**src/rtl/exec_alu_unit_if.sv**
```systemverilog
// EX-stage ALU interface: issue side (valid/flush/control/operands) and result side.
interface exec_alu_unit_if #(
    parameter int unsigned XLEN = 32
);
    logic            valid;
    logic            flush;
    logic [3:0]      alu_control;
    logic [XLEN-1:0] src_a;
    logic [XLEN-1:0] src_b;
    logic [XLEN-1:0] alu_result;
    logic            zero;
    logic            busy;
    logic            done;

    modport master (
        output valid, flush, alu_control, src_a, src_b,
        input  alu_result, zero, busy, done
    );

    modport slave (
        input  valid, flush, alu_control, src_a, src_b,
        output alu_result, zero, busy, done
    );
endinterface

```
**src/rtl/exec_alu_unit.sv**
```systemverilog
// Execute-stage ALU with a one-bit-per-cycle serial shifter for non-zero shift amounts.
// Define FAST_SHIFT_EN to replace the serial shifter with a single-cycle barrel shifter.
module exec_alu_unit #(
    parameter int unsigned XLEN = 32
) (
    input logic           clk,
    input logic           rst,
    exec_alu_unit_if.slave alu
);

    localparam logic [3:0] OpAdd  = 4'b0000;
    localparam logic [3:0] OpSub  = 4'b0001;
    localparam logic [3:0] OpAnd  = 4'b0010;
    localparam logic [3:0] OpOr   = 4'b0011;
    localparam logic [3:0] OpSll  = 4'b0100;
    localparam logic [3:0] OpSlt  = 4'b0101;
    localparam logic [3:0] OpSrl  = 4'b0110;
    localparam logic [3:0] OpSra  = 4'b0111;
    localparam logic [3:0] OpXor  = 4'b1000;
    localparam logic [3:0] OpSltu = 4'b1001;

    logic [4:0]      shamt;
    logic [XLEN-1:0] comb_res;
    logic [XLEN-1:0] result;
    logic            busy;
    logic            done;

    assign shamt = alu.src_b[4:0];

    always_comb begin
        comb_res = '0;
        case (alu.alu_control)
            OpAdd:  comb_res = alu.src_a + alu.src_b;
            OpSub:  comb_res = alu.src_a - alu.src_b;
            OpAnd:  comb_res = alu.src_a & alu.src_b;
            OpOr:   comb_res = alu.src_a | alu.src_b;
            OpXor:  comb_res = alu.src_a ^ alu.src_b;
            OpSlt:  comb_res = {{(XLEN-1){1'b0}}, $signed(alu.src_a) < $signed(alu.src_b)};
            OpSltu: comb_res = {{(XLEN-1){1'b0}}, alu.src_a < alu.src_b};
`ifdef FAST_SHIFT_EN
            OpSll:  comb_res = alu.src_a << shamt;
            OpSrl:  comb_res = alu.src_a >> shamt;
            OpSra:  comb_res = $unsigned($signed(alu.src_a) >>> shamt);
`else
            // Combinational path only serves shamt == 0; longer shifts go serial.
            OpSll, OpSrl, OpSra: comb_res = alu.src_a;
`endif
            default: comb_res = '0;
        endcase
    end

`ifdef FAST_SHIFT_EN
    always_comb begin
        result = '0;
        busy   = 1'b0;
        done   = 1'b0;
        if (!rst && !alu.flush && alu.valid) begin
            result = comb_res;
            done   = 1'b1;
        end
    end
`else
    typedef enum logic [1:0] {StIdle, StShift, StDone} state_e;

    state_e          state_q;
    logic [XLEN-1:0] sreg_q;
    logic [4:0]      cnt_q;
    logic            left_q;
    logic            arith_q;
    logic            is_shift;
    logic            start;

    assign is_shift = (alu.alu_control == OpSll) || (alu.alu_control == OpSrl) ||
                      (alu.alu_control == OpSra);
    assign start    = alu.valid && is_shift && (shamt != 5'd0);

    always_ff @(posedge clk) begin
        if (rst) begin
            state_q <= StIdle;
            sreg_q  <= '0;
            cnt_q   <= '0;
            left_q  <= 1'b0;
            arith_q <= 1'b0;
        end else if (alu.flush) begin
            state_q <= StIdle;
        end else begin
            case (state_q)
                StIdle: begin
                    if (start) begin
                        sreg_q  <= alu.src_a;
                        cnt_q   <= shamt;
                        left_q  <= (alu.alu_control == OpSll);
                        arith_q <= (alu.alu_control == OpSra);
                        state_q <= StShift;
                    end
                end
                StShift: begin
                    if (left_q) begin
                        sreg_q <= {sreg_q[XLEN-2:0], 1'b0};
                    end else begin
                        sreg_q <= {arith_q & sreg_q[XLEN-1], sreg_q[XLEN-1:1]};
                    end
                    cnt_q <= cnt_q - 5'd1;
                    if (cnt_q == 5'd1) begin
                        state_q <= StDone;
                    end
                end
                StDone:  state_q <= StIdle;
                default: state_q <= StIdle;
            endcase
        end
    end

    always_comb begin
        result = '0;
        busy   = 1'b0;
        done   = 1'b0;
        // Reset and flush both present as an idle, empty stage this cycle.
        if (!rst && !alu.flush) begin
            case (state_q)
                StIdle: begin
                    if (start) begin
                        busy = 1'b1;
                    end else if (alu.valid) begin
                        result = comb_res;
                        done   = 1'b1;
                    end
                end
                StShift: busy = 1'b1;
                StDone: begin
                    result = sreg_q;
                    done   = 1'b1;
                end
                default: ;
            endcase
        end
    end
`endif

    assign alu.alu_result = result;
    assign alu.busy       = busy;
    assign alu.done       = done;
    assign alu.zero       = (result == '0);

endmodule

```
**src/flat_wrapper.sv**
```systemverilog
// flat-port wrapper written by rule: the top's interface ports become plain ports
module exec_alu_unit_flat 
#(
    parameter int unsigned XLEN = 32
)
  (clk, rst, alu_valid, alu_flush, alu_alu_control, alu_src_a, alu_src_b, alu_alu_result, alu_zero, alu_busy, alu_done);
  exec_alu_unit_if #(.XLEN(XLEN)) alu_i ();
  input logic clk;
  input logic rst;
  input wire logic [$bits(alu_i.valid)-1:0] alu_valid;
  input wire logic [$bits(alu_i.flush)-1:0] alu_flush;
  input wire logic [$bits(alu_i.alu_control)-1:0] alu_alu_control;
  input wire logic [$bits(alu_i.src_a)-1:0] alu_src_a;
  input wire logic [$bits(alu_i.src_b)-1:0] alu_src_b;
  output wire logic [$bits(alu_i.alu_result)-1:0] alu_alu_result;
  output wire logic [$bits(alu_i.zero)-1:0] alu_zero;
  output wire logic [$bits(alu_i.busy)-1:0] alu_busy;
  output wire logic [$bits(alu_i.done)-1:0] alu_done;
  assign alu_i.valid = alu_valid;
  assign alu_i.flush = alu_flush;
  assign alu_i.alu_control = alu_alu_control;
  assign alu_i.src_a = alu_src_a;
  assign alu_i.src_b = alu_src_b;
  assign alu_alu_result = alu_i.alu_result;
  assign alu_zero = alu_i.zero;
  assign alu_busy = alu_i.busy;
  assign alu_done = alu_i.done;
  exec_alu_unit #(.XLEN(XLEN)) u_core (.clk(clk), .rst(rst), .alu(alu_i));
endmodule
```
**config.mk**
```make
export PLATFORM = sky130hd
export DESIGN_NAME = exec_alu_unit_flat
export DESIGN_NICKNAME = d
export VERILOG_FILES = /design/src/rtl/exec_alu_unit_if.sv /design/src/rtl/exec_alu_unit.sv /design/src/flat_wrapper.sv
export SDC_FILE = /design/constraint.sdc
export NUM_CORES = 1
export LEC_CHECK = 0
export ABC_AREA = 0
export CORE_ASPECT_RATIO = 1.25
export CORE_UTILIZATION = 35
export CTS_CLUSTER_SIZE = 10
export DETAILED_ROUTE_END_ITERATION = 7
export PLACE_DENSITY_LB_ADDON = 0.25
export SLEW_MARGIN = 0
export SYNTH_ARGS = -nofsm -noshare
export SYNTH_HDL_FRONTEND = slang
export SYNTH_SLANG_ARGS = --single-unit
```
**constraint.sdc**
```tcl
create_clock -name clk -period 8.65 [get_ports clk]
set_input_delay 0.865 -clock clk [delete_from_list [all_inputs] [get_ports clk]]
set_output_delay 0.865 -clock clk [all_outputs]
set_load 0.02 [all_outputs]
```
==> qor.txt <==
Post-synth EDFFs - 0
Worst-Margin Slew - 1.42 ns
Slew Limit Fails - 0
final core utilization - 40.8%
CP peak stage delay - 1.00 ns
Max Fclk - 136 MHz
number of DRC markers in iteration 0 - 1180
Synth cell types - 101
Core ar. - 25300 µm²
minimum clock period after layout - 7.35 ns
Synth Warn # - 0
Seq/Total Area, Yosys - 9.11%
RD Place Congestion - 1.03
Total GRT Usage - 29.9%
setup bufs post-CTS - 0
first-pass GRT wire length - 61300 µm
via count - 10700
commonest cells after routing, fill and taps aside - nand2_1 (168), a21oi_1 (131), ha_1 (107)
Die Y - 181 µm
Layout Area Growth over Synthesis - 14.4%
antenna-violating nets left - 0
Synth area leaders - ha_1 (15%), dfxtp_1 (9.1%), a21oi_1 (7.3%)
Setup crit end kind - output port
critical path type - primary input to output port
initial antenna violation count - 0
slew margin rel. - 4.61%
Hold Buf Count CTS - 0
DR DRC count - 0
pwr/cell area - 89.4 nW/µm²
H-tree lvl count - 2
boundary pin count - 107
FF-to-FF End - u_core.sreg_q[16]
antenna cells - 0
Synth top area share - 14.9%
Final setup viols - 0
Die Area - 26400 µm²
worst hold path type - flip-flop to flip-flop
mean area per synthesized cell - 6.93 µm²
worst path cell trace - clkdlybuf4s50_1, and2b_2, o211ai_1, nand2_1, nor3_1, a221oi_1, o21ai_0, nor4_1, nand4b_1, nor4_1, or4b_1, nor4bb_1, clkdlybuf4s50_1
crit path capture - alu_zero
Final Hold Viols - 0
R2R depth - 5
TNS Setup - 0 ns
1st-pass router iterations - 6
layout cells sized above 1 - 5.75%
FF-to-FF Start - u_core.state_q[0]
# rows - 65
RSZ-0062 raised after global routing - no
Lkg Pwr - 0.00401 µW
Max FO, Critical Path - 15
CTS Buf Count - 5
Worst EP required - 7.79 ns
most common cell after layout, fill and taps aside - nand2_1
Clk pin slew, worst setup/hold paths - 0.07 ns
final wirelength - 40200 µm
Max clock buf depth - 2
peak supply drop - 0.0697 mV
Initial Utilization - 35.6%
Port Buffer Count - 106
cells after synthesis - 1301
total gr overflow - 0
Post-Synthesis Cell Area - 9010 µm²
Worst Setup SP - alu_alu_control[2]
placed cell count - 1667
vias per cell - 6.40
largest net degree at the start of global routing - 45
CP Data Arrival Time - 6.49 ns
slowest CP cell - clkdlybuf4s50_1
vias in the first global route - 10400
# nets final - 1520
Setup Skew - 0.0105 ns
TritonCTS clock tree - built
Final HPWL DP - 30300 µm
status - finished, final reports clean
final worst-path cycle share - 85.0%
reg2reg setup slack - 6.53 ns
top_reg_cell synth - dfxtp_1
post-DR wirelength/cell - 24.0 µm
register bit total from synthesis - 41
ys async rst share - 0%
final cell count without fillers - 1675
post-synth net total - 1482
root buffer cell - clkbuf_16
cell accounting for the most synthesized area - ha_1
clk_lat worst skew - 0.31 ns
CTS resizes - 0
# Max-Cap Violations - 0
chip width - 146 µm
CTS sink cnt - 41
Setup crit start kind - primary input
[cell type report]
| class | count | area, µm² |
|---|---|---|
| Clock buffer | 6 | 139 |
| Clock inverter | 2 | 13.8 |
| Fill cell | 2694 | 15000 |
| Inverter | 103 | 387 |
| Multi-Input combinational cell | 1065 | 7350 |
| Sequential cell | 41 | 822 |
| Tap cell | 335 | 419 |
| Timing Repair Buffer | 123 | 1180 |
[how the worst min path moves through the flow]
stage                          from              end  depth (start not counted)
floorplan           u_core.cnt_q[1]  u_core.cnt_q[1]                          2
global placement     u_core.arith_q   u_core.arith_q                          2
detailed placement   u_core.arith_q   u_core.arith_q                          2
CTS                  u_core.arith_q   u_core.arith_q                          2
global route        u_core.cnt_q[1]  u_core.cnt_q[1]                          2
finish              u_core.cnt_q[1]  u_core.cnt_q[1]                          2
[report_power, final]
| part | internal (µW) | leakage, µW | switching [µW] | total (µW) |
|---|---|---|---|---|
| logic | 184 | 0.00360 | 326 | 510 |
| registers | 193 | 0.000332 | 6.53 | 200 |
| clock network | 115 | 0.0000768 | 96.9 | 212 |
| total | 492 | 0.00401 | 430 | 922 |
[metal layers]
layer	vias to the layer above	GRT usage [%]	share of wire (%)
met5	-	0	0
met4	0	16.8	6.4
met3	176	4.60	8.0
met2	624	50.1	46
met1	5037	36.5	40
li1	4876	-	-
[worst max-delay path: cells and delay by family]
kind	cells	cell delay, ns
buffers and inverters	2	1.64
AOI/OAI and AO/OA	3	0.72
and+or+nand+nor	8	3.23
[synth_stat cells, types with 25 or more instances]
library cell,count
nand2_1,168
a21oi_1,131
ha_1,107
inv_1,100
nor2_1,93
o211ai_1,52
o21ai_0,46
clkbuf_1,45
dfxtp_1,41
mux2i_1,36
nor3_1,29
a211oi_1,26
a22oi_1,25
[registers in the layout (all words and copies together), names as in the netlist]
signal / count
u_core.sreg_q: 32
u_core.arith_q: 1
u_core.state_q: 2
u_core.left_q: 1
u_core.cnt_q: 5
[metrics by stage]
step	setup WS [ns]	cell area, µm²	hold WS [ns]	total power (µW)
after CTS	1.47	10300	0.481	911
after detailed placement	1.49	10200	0.472	698
final	1.30	10300	0.481	922
after floorplan	3.21	9010	0.445	535
after global routing	1.18	10300	0.515	966
after global placement	1.54	10200	0.459	698
[cells by family (layout without fill, tap and decap cells)]
group	count (synthesis)	count (layout)	synth area share, %
compound gates	479	479	37.5
simple gates	423	423	22.6
buf+inv	195	234	9.76
fa+ha+maj	109	109	15.3
flops	41	41	9.11
mux	36	36	4.00
xor+xnor	18	18	1.75
No activity file was read; power rests on OpenSTA's default activity.
